[config.mk]
export PLATFORM = sky130hd
export DESIGN_NAME = core_launcher
export DESIGN_NICKNAME = d
export VERILOG_FILES = /design/src/rtl/core_launch_pkg.sv /design/src/rtl/launch_out_reg.sv /design/src/rtl/core_launcher.sv
export SDC_FILE = /design/constraint.sdc
export NUM_CORES = 1
export LEC_CHECK = 0
export ABC_AREA = 1
export ABC_CLOCK_PERIOD_IN_PS = 1600
export CAP_MARGIN = 10
export CORE_MARGIN = 1.5
export CORE_UTILIZATION = 51
export DETAILED_ROUTE_END_ITERATION = 10
export HOLD_SLACK_MARGIN = 0.02
export PLACE_DENSITY_LB_ADDON = 0.05
export SLEW_MARGIN = 20
export SYNTH_ARGS = -nofsm -noshare
export SYNTH_HDL_FRONTEND = slang
export SYNTH_SLANG_ARGS = --single-unit
[constraint.sdc]
create_clock -name clk -period 1.6 [get_ports clk]
set_input_delay 0.32 -clock clk [delete_from_list [all_inputs] [get_ports clk]]
set_output_delay 0.32 -clock clk [all_outputs]
set_load 0.02 [all_outputs]
[src/rtl/core_launch_pkg.sv]
// rtl/core_launch_pkg.sv - shared state type and default widths for the core launcher
package core_launch_pkg;

    localparam int DEF_ADDR_W         = 8;
    localparam int DEF_DATA_W         = 8;
    localparam int DEF_CNT_W          = 16;
    localparam int DEF_TIMEOUT_CYCLES = 4096;

    typedef enum logic [2:0] {
        IDLE,
        LOAD,
        LAUNCH,
        RUN,
        READ,
        FINISH
    } launcher_state_t;

endpackage

[src/rtl/launch_out_reg.sv]
// rtl/launch_out_reg.sv - one-entry valid/ready output register for the result stream
//
// Purpose: holds one result byte; captures on load, holds while the consumer stalls,
//          drains on acceptance.
// Ports:
//   clk, reset          clock and asynchronous active-low reset
//   load, load_data     capture request and byte (caller guarantees empty or draining)
//   out_valid, out_data registered stream output
//   out_ready           consumer ready
module launch_out_reg #(
    parameter int DATA_W = 8
) (
    input  logic              clk,
    input  logic              reset,
    input  logic              load,
    input  logic [DATA_W-1:0] load_data,
    output logic              out_valid,
    output logic [DATA_W-1:0] out_data,
    input  logic              out_ready
);

    always_ff @(posedge clk or negedge reset) begin
        if (!reset) begin
            out_valid <= 1'b0;
            out_data  <= '0;
        end else if (load) begin
            out_valid <= 1'b1;
            out_data  <= load_data;
        end else if (out_valid && out_ready) begin
            out_valid <= 1'b0;
        end
    end

endmodule

[src/rtl/core_launcher.sv]
// rtl/core_launcher.sv - host-side preload / launch / result-readout initiator for the core
//
// Purpose: preloads data memory from an input byte stream, raises core_req, waits for a
//          rising core_done (with timeout), then streams results out of data memory.
// Ports:
//   clk, reset                          clock and asynchronous active-low reset
//   start, load_base/len, res_base/len  launch request and regions (captured in IDLE)
//   in_valid, in_data, in_ready         preload byte stream
//   out_valid, out_data, out_ready      result byte stream
//   core_req, core_done                 core handshake
//   mem_wr_en, mem_addr, mem_wr_data,
//   mem_rd_data                         data-memory port (combinational read)
//   busy, finished, timeout, cycle_count status
module core_launcher
    import core_launch_pkg::*;
#(
    parameter int ADDR_W         = DEF_ADDR_W,
    parameter int DATA_W         = DEF_DATA_W,
    parameter int CNT_W          = DEF_CNT_W,
    parameter int TIMEOUT_CYCLES = DEF_TIMEOUT_CYCLES
) (
    input  logic              clk,
    input  logic              reset,
    input  logic              start,
    input  logic [ADDR_W-1:0] load_base,
    input  logic [ADDR_W-1:0] load_len,
    input  logic [ADDR_W-1:0] res_base,
    input  logic [ADDR_W-1:0] res_len,
    input  logic              in_valid,
    input  logic [DATA_W-1:0] in_data,
    output logic              in_ready,
    output logic              out_valid,
    output logic [DATA_W-1:0] out_data,
    input  logic              out_ready,
    output logic              core_req,
    input  logic              core_done,
    output logic              mem_wr_en,
    output logic [ADDR_W-1:0] mem_addr,
    output logic [DATA_W-1:0] mem_wr_data,
    input  logic [DATA_W-1:0] mem_rd_data,
    output logic              busy,
    output logic              finished,
    output logic              timeout,
    output logic [CNT_W-1:0]  cycle_count
);

    // cycle_count holds this value during the last RUN cycle before an abort
    localparam logic [CNT_W-1:0] RUN_LAST = CNT_W'(TIMEOUT_CYCLES - 1);

    launcher_state_t state, state_next;

    logic [ADDR_W-1:0] wr_ptr;
    logic [ADDR_W-1:0] load_left;
    logic [ADDR_W-1:0] rd_ptr;
    logic [ADDR_W-1:0] rd_left;   // bytes still to fetch into the output register
    logic [ADDR_W-1:0] acc_left;  // bytes still to be accepted by the consumer
    logic              done_q;

    logic start_acc;
    logic load_xfer;
    logic done_edge;
    logic run_expire;
    logic out_accept;
    logic out_load;

    assign start_acc  = (state == IDLE) && start;
    assign load_xfer  = (state == LOAD) && in_valid;
    assign done_edge  = !done_q && core_done;
    assign run_expire = (cycle_count == RUN_LAST);
    assign out_accept = out_valid && out_ready;
    // fetch the next byte whenever the output register is empty or draining this cycle
    assign out_load   = (state == READ) && (rd_left != '0) && (!out_valid || out_ready);
    assign busy       = (state != IDLE);

    always_ff @(posedge clk or negedge reset) begin
        if (!reset) begin
            state <= IDLE;
        end else begin
            state <= state_next;
        end
    end

    always_comb begin
        state_next  = state;
        in_ready    = 1'b0;
        core_req    = 1'b0;
        mem_wr_en   = 1'b0;
        mem_addr    = '0;
        mem_wr_data = '0;
        case (state)
            IDLE: begin
                if (start) begin
                    state_next = (load_len != '0) ? LOAD : LAUNCH;
                end
            end
            LOAD: begin
                in_ready = 1'b1;
                mem_addr = wr_ptr;
                if (in_valid) begin
                    mem_wr_en   = 1'b1;
                    mem_wr_data = in_data;
                    if (load_left == ADDR_W'(1)) begin
                        state_next = LAUNCH;
                    end
                end
            end
            LAUNCH: begin
                core_req   = 1'b1;
                state_next = RUN;
            end
            RUN: begin
                core_req = 1'b1;
                // a completion on the final allowed cycle wins over the abort
                if (done_edge) begin
                    state_next = (acc_left != '0) ? READ : FINISH;
                end else if (run_expire) begin
                    state_next = FINISH;
                end
            end
            READ: begin
                mem_addr = rd_ptr;
                if (out_accept && (acc_left == ADDR_W'(1))) begin
                    state_next = FINISH;
                end
            end
            FINISH: begin
                state_next = IDLE;
            end
            default: begin
                state_next = IDLE;
            end
        endcase
    end

    always_ff @(posedge clk or negedge reset) begin
        if (!reset) begin
            wr_ptr      <= '0;
            load_left   <= '0;
            rd_ptr      <= '0;
            rd_left     <= '0;
            acc_left    <= '0;
            done_q      <= 1'b0;
            finished    <= 1'b0;
            timeout     <= 1'b0;
            cycle_count <= '0;
        end else begin
            if (start_acc) begin
                wr_ptr      <= load_base;
                load_left   <= load_len;
                rd_ptr      <= res_base;
                rd_left     <= res_len;
                acc_left    <= res_len;
                finished    <= 1'b0;
                timeout     <= 1'b0;
                cycle_count <= '0;
            end
            if (load_xfer) begin
                wr_ptr    <= wr_ptr + ADDR_W'(1);
                load_left <= load_left - ADDR_W'(1);
            end
            // done is sampled from LAUNCH on so a level already high at launch is not an edge
            if ((state == LAUNCH) || (state == RUN)) begin
                done_q <= core_done;
            end
            if (state == RUN) begin
                if (cycle_count != '1) begin
                    cycle_count <= cycle_count + CNT_W'(1);
                end
                if (!done_edge && run_expire) begin
                    timeout <= 1'b1;
                end
            end
            if (out_load) begin
                rd_ptr  <= rd_ptr + ADDR_W'(1);
                rd_left <= rd_left - ADDR_W'(1);
            end
            if ((state == READ) && out_accept) begin
                acc_left <= acc_left - ADDR_W'(1);
            end
            if (state == FINISH) begin
                finished <= 1'b1;
            end
        end
    end

    launch_out_reg #(
        .DATA_W(DATA_W)
    ) u_out_reg (
        .clk      (clk),
        .reset    (reset),
        .load     (out_load),
        .load_data(mem_rd_data),
        .out_valid(out_valid),
        .out_data (out_data),
        .out_ready(out_ready)
    );

endmodule

==> metrics.md <==
| Metric | Value |
|---|---|
| Ports | `101` |
| Crit share post-route | `116%` |
| Min cycle time layout | `1.85 ns` |
| Final worst setup slack | `-0.252 ns` |
| Htree depth | `3` |
| Maxcap violations | `0` |
| Yosys top cell by area | `dfrtp_1` |
| Top cells by area, synth | `dfrtp_1 (40%), nand2_1 (17%), nand3_1 (6.0%)` |
| Ys Warns | `0` |
| Die W | `96.4 um` |
| Cell depth of the worst setup path | `5` |
| Worst Path Max Fanout | `12` |
| VDD IR-drop max | `0.00118 V` |
| Drc violations | `0` |
| Final Hold Vio Count | `0` |
| DR vias | `approximately 5000` |
| Proportion of layout cells with a drive suffix above 1 | `roughly a quarter` |
| Critical Path Source Type | `register` |
| Initial Utilization | `53.3%` |
| Setup Skew | `0.0139 ns` |
| # nets final | `850` |
| Sequential cell area fraction in the yosys report | `40.0%` |
| Clock Latency Late Sink | `0.36 ns` |
| Layout area overhead | `53.2%` |
| Routed WL per cell | `15.6 um` |
| DP Wirelength | `9060 um` |
| Grt ovf | `0` |
| Cell variety after synth | `40` |
| Mapped Cells | `608` |
| Setup TNS | `-11.93 ns` |
| Slew Viols, Final | `0` |
| Buffer and inverter count on the worst path | `3` |
| Row cnt | `33` |
| Worst slew margin | `a little under three quarters` |
| Crit Path Category | `reg -> out` |
| Die H | `a little under 100 um` |
| Min-delay worst type | `in -> async` |
| Syn avg cell area | `7.31 um^2` |
| Crit-path leading delay family | `buffers and inverters` |
| Share of synthesized registers carrying an async set or reset | `100%` |
| Worst-path cell chain | `inv_1, nand3_4, buf_6, nor2_1, clkdlybuf4s15_2` |
| PwrDens | `1730 nW/um^2` |
| Fin area | `6810 um^2` |
| Number of antenna violations at the first check in global routing | `0` |
| Worst path max stage delay | `0.43 ns` |
| Share of the synthesized area in the top cell type | `between 30% and 40%` |
| Largest net degree at the start of global routing | `72` |
| Initial DRC count | `193` |
| Crit end category | `output port` |
| Total GRT Usage | `30.8%` |
| CTS tree | `done` |
| CTS max path bufs | `2` |
| Inserted Clock Buffers | `9` |
| RSZ-0062 raised after global routing | `yes` |
| Die area | `9290 um^2` |
| Vias in the first global route | `4645` |
| Core area | `8340 um^2` |
| First-pass GRT wire length | `21800 um` |
| Worst-path clk slew | `0.09 ns` |
| EDFF count, synth | `0` |
| Worst Reg-to-Reg Cells | `11` |
| Vias per cell | `5.42` |
| Synth top cells by count | `nand2_1 (200), dfrtp_1 (71), inv_1 (60), nor2_1 (54), nand3_1 (53)` |
| Lkg Pwr | `approximately 3.4 nW` |
| Ant. Diodes | `0` |
| Worst EP required | `1.28 ns` |
| Net count after synthesis | `about 670` |
| Max Fclk | `540 MHz` |
| CTS root buffer | `clkbuf_8` |
| Slowest-stage cell, CP | `dfrtp_1` |
| CP Data Arrival Time | `1.53 ns` |
| Top FF cell, synth | `dfrtp_1` |
| Final wirelength | `14000 um` |
| # setup viols final | `79` |
| Total Power | `11.8 mW` |
| Violated checks | `setup timing` |
| Routed Antenna Nets | `0` |
| Yosys reg bits | `71` |
| Drt pass-1 iters | `5` |
| TritonCTS sink count | `71` |
| Routability congestion estimate | `0.939` |
| Most frequent cell after synthesis | `nand2_1` |
| Port bufs | `100` |
| Placed cell areas | `approximately 6000 um^2` |
| Outcome | `finished, violations left` |
| Least-Margin Pin Slew | `0.425 ns` |
| Synthesized area | `4450 um^2` |
-- cells in the final DEF (no fill, tap or decap), types with 6 or more instances in the layout --
cell type / n
buf_4: 70
o21ai_0: 12
dlygate4sd2_1: 27
inv_2: 7
nand2_1: 175
nor2_2: 7
nand2_2: 19
buf_6: 14
o21ai_1: 16
ha_1: 8
xnor2_1: 8
clkdlybuf4s50_1: 51
nand2_4: 12
o211ai_1: 8
inv_1: 56
xor2_1: 18
nand4_1: 10
buf_12: 8
nand3_1: 51
nor3_1: 6
dfrtp_1: 67
nor2_1: 50
o21ai_2: 7
clkbuf_8: 9
-- final timing paths --
check | start | end | slack (ns)
max in group asynchronous | reset | state[0] | 0.72
min in group clk | timeout | timeout | 0.49
worst max register to register | state[1] | cycle_count[6] | -0.22
worst min-delay path | reset | rd_left[4] | 0.47
worst min register to register | timeout | timeout | 0.49
worst max-delay path | state[1] | mem_wr_data[6] | -0.25
-- cells by family after synthesis --
| kind of cell | after synthesis | share of synthesized area [%] |
|---|---|---|
| fa+ha+maj | 9 | 2.53 |
| simple gates | 348 | 34.1 |
| flops | 71 | 40.0 |
| buf+inv | 86 | 8.87 |
| compound gates | 68 | 9.40 |
| xor+xnor | 26 | 5.12 |
-- layout make-up --
class,count,area [um^2]
clock buffer,10,128
clock inverter,6,83.8
fill,568,1530
inverter,68,285
multi-input combinational,452,2580
sequential,71,1780
tap,105,131
timing repair buffer,185,1820
-- repair_timing --
action	CTS	global route
hold buffers	1	0
hold endpoints to repair	46	0
cloned	5	1
endpoints found under the setup margin	88	90
resized for setup	192	58
pin swaps	5	16
setup buffers	10	5
-- flip-flops by register name, summed over array words and instances, names as in the netlist --
name                 count
cycle_count             16
acc_left                 8
load_left                8
rd_left                  8
rd_ptr                   8
u_out_reg.out_data       8
wr_ptr                   8
state                    3
done_q                   1
finished                 1
timeout                  1
u_out_reg.out_valid      1
-- worst reg2reg max path, stage by stage (launching register included) --
cell,delay (ns)
dfrtp_1,0.43
buf_6,0.14
nor2_4,0.11
buf_4,0.13
buf_6,0.10
nand2_4,0.07
inv_4,0.09
nand2_8,0.09
buf_12,0.18
bufbuf_16,0.27
nand3_1,0.06
nand2_1,0.05
-- metal layers --
metal	up-vias	global-route usage [%]	part of all wire (%)
met2	176	51.8	50
met5	-	0	0
met3	34	6.48	5.6
met1	2321	38.3	41
li1	2327	-	-
met4	0	12.6	2.7
-- per-stage QoR --
stage	instances	worst slack (ns)	utilization, %	hold WS, ns
4_1_cts	891	-0.219	78.6	0.485
3_5_place_dp	860	-0.481	71.6	0.378
6_report	897	-0.252	81.6	0.474
2_1_floorplan	608	0.0556	-	0.0244
3_3_place_gp	860	-0.430	71.6	0.381
5_1_grt	897	-0.296	81.6	0.502
-- report_power, final --
| group | leakage [nW] | internal [mW] | total, mW | switching, mW |
|---|---|---|---|---|
| clock | 0.110 | 0.877 | 1.61 | 0.731 |
| sequential | 0.895 | 2.49 | 3.05 | 0.562 |
| combinational | 2.43 | 3.29 | 7.16 | 3.87 |
| total | 3.43 | 6.65 | 11.8 | 5.16 |
No activity file was read; power rests on OpenSTA's default activity.
